## config.mk

```make
export PLATFORM = sky130hd
export DESIGN_NAME = rf_writeback
export DESIGN_NICKNAME = d
export VERILOG_FILES = /design/src/rtl/rf_wb_pkg.sv /design/src/rtl/rf_wb_fifo.sv /design/src/rtl/rf_writeback.sv
export SDC_FILE = /design/constraint.sdc
export NUM_CORES = 1
export LEC_CHECK = 0
export CORE_AREA = 2 2 85 87
export CTS_CLUSTER_SIZE = 14
export DETAILED_ROUTE_END_ITERATION = 16
export DIE_AREA = 0 0 87 89
export PLACE_DENSITY = 0.82
export SETUP_SLACK_MARGIN = 0.5
export SKIP_LAST_GASP = 1
export SYNTH_ARGS = -nofsm -noshare
export SYNTH_HDL_FRONTEND = slang
export SYNTH_HIERARCHICAL = 1
export SYNTH_SLANG_ARGS = --single-unit
```

## constraint.sdc

```tcl
create_clock -name clk -period 3.62 [get_ports clk]
set_input_delay 0.543 -clock clk [delete_from_list [all_inputs] [get_ports clk]]
set_output_delay 0.543 -clock clk [all_outputs]
set_load 0.05 [all_outputs]
```

## src/rtl/rf_wb_pkg.sv

```systemverilog
// Shared widths and the buffered write-result record for the RF write-back path.
package rf_wb_pkg;
    localparam int DATA_W   = 16;
    localparam int ADDR_W   = 2;
    localparam int NUM_REGS = 2 ** ADDR_W;

    typedef struct packed {
        logic [ADDR_W-1:0] addr;
        logic [DATA_W-1:0] data;
    } wb_entry_t;
endpackage

```

## src/rtl/rf_wb_fifo.sv

```systemverilog
// Circular buffer of write-back entries; exposes the raw storage and read pointer
// so the owner can pick the head and search entries for forwarding.
module rf_wb_fifo
    import rf_wb_pkg::*;
#(
    parameter int DEPTH = 4,
    localparam int PW   = $clog2(DEPTH)
) (
    input  logic                  clk,
    input  logic                  reset,
    input  logic                  push,
    input  logic                  pop,
    input  logic                  flush,
    input  wb_entry_t             wr_entry,
    output wb_entry_t [DEPTH-1:0] entries,
    output logic [PW-1:0]         rd_ptr,
    output logic [PW:0]           count,
    output logic                  full,
    output logic                  empty
);
    wb_entry_t [DEPTH-1:0] mem;
    logic [PW-1:0]         wr_ptr;

    // Storage needs no reset: validity is tracked by the pointers and count.
    always_ff @(posedge clk) begin
        if (push && !flush)
            mem[wr_ptr] <= wr_entry;
    end

    always_ff @(posedge clk or posedge reset) begin
        if (reset) begin
            wr_ptr <= '0;
            rd_ptr <= '0;
            count  <= '0;
        end else if (flush) begin
            wr_ptr <= '0;
            rd_ptr <= '0;
            count  <= '0;
        end else begin
            if (push) wr_ptr <= wr_ptr + 1'b1;
            if (pop)  rd_ptr <= rd_ptr + 1'b1;
            count <= count + (PW+1)'(push) - (PW+1)'(pop);
        end
    end

    assign entries = mem;
    assign full    = (count == (PW+1)'(DEPTH));
    assign empty   = (count == '0);
endmodule

```

## src/rtl/rf_writeback.sv

```systemverilog
// Write-side initiator for the register file: buffers results, drains one per clock,
// and flags registers with pending writes. Define RF_WB_BYPASS_EN for read forwarding.
module rf_writeback
    import rf_wb_pkg::*;
#(
    parameter int DEPTH = 4,
    localparam int PW   = $clog2(DEPTH),
    localparam int CW   = PW + 1
) (
    input  logic                clk,
    input  logic                reset,
`ifdef RF_WB_BYPASS_EN
    input  logic [ADDR_W-1:0]   q_addr1,
    input  logic [ADDR_W-1:0]   q_addr2,
    output logic                hit1,
    output logic                hit2,
    output logic [DATA_W-1:0]   fwd_data1,
    output logic [DATA_W-1:0]   fwd_data2,
`endif
    input  logic                in_valid,
    output logic                in_ready,
    input  logic [ADDR_W-1:0]   in_addr,
    input  logic [DATA_W-1:0]   in_data,
    input  logic                rf_stall,
    input  logic                flush,
    output logic                rf_write,
    output logic [ADDR_W-1:0]   rf_addr,
    output logic [DATA_W-1:0]   rf_data,
    output logic [NUM_REGS-1:0] busy,
    output logic                empty,
    output logic [CW-1:0]       count
);
    wb_entry_t [DEPTH-1:0]        entries;
    wb_entry_t                    head;
    logic [PW-1:0]                rd_ptr;
    logic                         full;
    logic                         push;
    logic                         pop;
    logic [NUM_REGS-1:0][CW-1:0]  pend_cnt;

    // Readiness ignores a same-cycle pop, so a full buffer never takes a push.
    assign in_ready = !full && !flush && !reset;
    assign rf_write = !empty && !rf_stall && !flush && !reset;
    assign push     = in_valid && in_ready;
    assign pop      = rf_write;

    rf_wb_fifo #(.DEPTH(DEPTH)) u_fifo (
        .clk      (clk),
        .reset    (reset),
        .push     (push),
        .pop      (pop),
        .flush    (flush),
        .wr_entry ('{addr: in_addr, data: in_data}),
        .entries  (entries),
        .rd_ptr   (rd_ptr),
        .count    (count),
        .full     (full),
        .empty    (empty)
    );

    assign head    = entries[rd_ptr];
    assign rf_addr = head.addr;
    assign rf_data = head.data;

    always_ff @(posedge clk or posedge reset) begin
        if (reset) begin
            pend_cnt <= '0;
        end else if (flush) begin
            pend_cnt <= '0;
        end else begin
            for (int r = 0; r < NUM_REGS; r++)
                pend_cnt[r] <= pend_cnt[r]
                             + CW'(push && (in_addr == ADDR_W'(r)))
                             - CW'(pop && (head.addr == ADDR_W'(r)));
        end
    end

    always_comb begin
        busy = '0;
        for (int r = 0; r < NUM_REGS; r++)
            busy[r] = (pend_cnt[r] != '0);
    end

`ifdef RF_WB_BYPASS_EN
    logic [PW-1:0] idx;

    // Walk oldest to youngest so the last match is the youngest entry.
    always_comb begin
        hit1      = 1'b0;
        hit2      = 1'b0;
        fwd_data1 = '0;
        fwd_data2 = '0;
        idx       = '0;
        for (int i = 0; i < DEPTH; i++) begin
            idx = rd_ptr + PW'(i);
            if (CW'(i) < count) begin
                if (entries[idx].addr == q_addr1) begin
                    hit1      = 1'b1;
                    fwd_data1 = entries[idx].data;
                end
                if (entries[idx].addr == q_addr2) begin
                    hit2      = 1'b1;
                    fwd_data2 = entries[idx].data;
                end
            end
        end
    end
`endif
endmodule

```

==> impl_metrics.toml <==
[synth]
ys_top_cells_by_area = "edfxtp_1 (56%), dfrtp_1 (12%), mux4_2 (9.3%), ha_1 (4.5%), fa_1 (2.6%)"
synth_area_per_cell_um2 = 17.57
synth_largest_area_cell = "edfxtp_1"
synth_edf_count = 72
synth_cells = 221
ys_types = 34
synthesis.area_um2 = 3882
ys_ff_latch = 91
ys_warn_count = 6
synth_ff_type = "edfxtp_1"
ys_seq_area_frac = 0.6793
synth_top_area_share = 0.5569
async_flop_share = 0.2088
syn-num-nets = 263

[critical_path]
crit_arrival_ps = 2410
path_buf_inv = 3
cp_max_fo = 12
required_ps = 3080
r2r-end = "pend_cnt[8]$_DFF_PP0_"
end_kind = "output port"
r2r_start = "u_fifo/rd_ptr[1]$_DFFE_PP0P_"
rr_worst_depth = 9
crit_chain = "clkdlybuf4s50_1, buf_4, nor3_2, clkdlybuf4s50_1"
crit_type = "input port to output port"
cp_top_family = "buffers and inverters"
start_kind = "input port"
critPathMostFrequentCell = "clkdlybuf4s50_1"
slowest_delay_ps = 880
cpMaxStageDelayCell = "clkdlybuf4s50_1"
reg2reg_slack_ps = 1140

[drt]
wl_um = 6503
antenna_left = 0
avgViaCountPerCell = 5.468
wire_per_inst_um = 17.48
drtPass1Iterations = 4
vias = 2034
drt_iter0_drc = 108
drcViolationCount = 0

[floorplanning]
pin_count = 51
placementRows = 30
fp.dieH_um = 89
dieWidth_um = 87
core_um2 = 6719
die_area_um2 = 7743
start_util = 0.5778

[final_layout]
nNetsFinal = 329
multi_input_area_um2 = 1150
area_delta_synth_final_pct = 22.30
diodes = 0
post-route-util = 0.7067
fillers = 430
drive_above_1_share = 0.1781
regArea_um2 = 2643

[clocking]
clk_latency_ps = 350
hold_buffers = 0
cts_setup_buffers = 0
clkTransAtPathRegs_ps = 80
clock-sinks = 91
root_buffer = "clkbuf_8"
ctsResizeCount = 0
cts_tree = "done"
cts_buffers = 9
cts.path.max_buffers = 2
cts_max_level = 3

[placement]
io_buffer_count = 50
dpl.hpwl_um = 4580
place.gp.congestion = 0.7443

[flow_run]
max_cap_violations = 0

[global_routing]
grt_pass1_wl_um = 10540
grt_pass1_vias = 2129
grt_use_total = 0.1881
antenna_found_initial = 0
grt_max_degree = 21
grt-ovfl-total = 0

[power_and_ir_drop]
irDropWorstVdd_v = 0.0003011
p_leak_nw = 1.743
p_total_mw = 2.142
pwr-share-clk = 0.314
combPwrFrac = 0.141
switchingPower_mw = 0.5441
p_int_mw = 1.598
sw_frac_of_total = 0.2540
p_per_area_nw_per_um2 = 451.1
power.share.sequential = 0.545

[min_path]
hp-class = "input port to asynchronous set/reset pin"

[sta]
post-route-period-util = 0.8165
tns_ps = 0
max_freq_mhz = 338.3
tightest_slew_ps = 515.2
skew_ps = 12.09
min_period_ps = 2956
maxSlewHeadroom = 0.6555
drv_slew = 0
hold_viol = 0
rsz0062_at_grt = "false"
hold_slack_ps = 579.1
setup_viol = 0

[status]
outcome = "finished clean"
cell type report:
type	count	area share
flip-flops and latches	91	0.5565
clock inverters	7	0.01581
multi-input cells	106	0.2422
well taps	80	0.02108
inverters	19	0.01502
repair buffers	60	0.1233
clock buffers	9	0.02609
worst reg2reg max path: cells and delay by family, from the launching register on:
kind,cells,cell delay (ps)
flip-flops,1,550
AND/OR/NAND/NOR,2,230
buffers and inverters,1,40
multiplexers,1,490
AO/OA/AOI/OAI,1,70
adder cells (fa/ha/maj),3,850
XOR/XNOR,1,170
Yosys cell counts, types with 3 or more instances:
master,n
or3_1,5
nor2_1,12
a21oi_1,3
xnor2_1,9
nand2b_1,5
dfrtp_1,19
fa_1,5
ha_1,14
inv_1,19
nand2_1,4
mux2i_1,3
mux4_2,16
edfxtp_1,72
nor2b_1,7
and2_1,4
layer usage:
metal	track usage	vias to the layer above	share of wire
met3	0.04155	9	0.042
met2	0.3081	53	0.49
met5	0	-	0
li1	-	952	-
met1	0.2481	1020	0.45
met4	0.07670	0	0.017
state kept, by name, summed over array words and instances (netlist names):
signal	flops
u_fifo/count	3
u_fifo/entries	72
u_fifo/wr_ptr	2
pend_cnt	12
u_fifo/rd_ptr	2
worst max path at each step:
stage,from,to,depth (start not counted)
2_1_floorplan,u_fifo/count[1]$_DFF_PP0_,pend_cnt[11]$_DFF_PP0_,11
6_report,flush,in_ready,4
3_3_place_gp,flush,pend_cnt[2]$_DFF_PP0_,11
3_5_place_dp,flush,pend_cnt[2]$_DFF_PP0_,11
5_1_grt,flush,in_ready,4
4_1_cts,u_fifo/rd_ptr[0]$_DFFE_PP0P_,rf_data[15],3
cell families (layout without fill, tap and decap cells):
| logic type | after synthesis | count (layout) | synth area share |
|---|---|---|---|
| compound gates | 8 | 8 | 0.01418 |
| flops | 91 | 91 | 0.6793 |
| buf+inv | 24 | 95 | 0.02739 |
| mux | 21 | 21 | 0.1073 |
| fa+ha+maj | 19 | 19 | 0.07090 |
| simple gates | 47 | 47 | 0.07251 |
| xor+xnor | 11 | 11 | 0.02836 |
cell usage in the layout, fill, tap and decap left out, types with 4 or more instances in the layout:
master | Yosys | final
nand2b_1 | 5 | 5
xnor2_1 | 9 | 9
ha_1 | 14 | 14
nor2b_1 | 7 | 7
nand2_1 | 4 | 4
clkdlybuf4s50_1 | 0 | 49
and2_1 | 4 | 4
dfrtp_2 | 0 | 4
mux4_2 | 16 | 16
fa_1 | 5 | 5
clkbuf_8 | 0 | 9
or3_1 | 5 | 5
dfrtp_1 | 19 | 15
nor2_1 | 12 | 12
inv_1 | 19 | 19
buf_4 | 2 | 10
edfxtp_1 | 72 | 72
power by group through the flow:
| stage | sequential, mW | clock, mW | combinational [mW] |
|---|---|---|---|
| after floorplan | 1.20 | 0 | 0.176 |
| after global placement | 1.19 | 0 | 0.300 |
| after detailed placement | 1.19 | 0 | 0.304 |
| after CTS | 1.17 | 0.692 | 0.306 |
| after global routing | 1.17 | 0.729 | 0.322 |
| final | 1.17 | 0.672 | 0.303 |
per-stage QoR:
stage / setup WS (ps) / instance area [um2] / instances
after floorplan: 519.7 / 3897 / 221
after global placement: 521.2 / 4548 / 356
final: 664.1 / 4748 / 372
after detailed placement: 448.9 / 4548 / 356
after CTS: 532.7 / 4747 / 372
after global routing: 580.4 / 4748 / 372
Power figures use the tool's default switching activity.
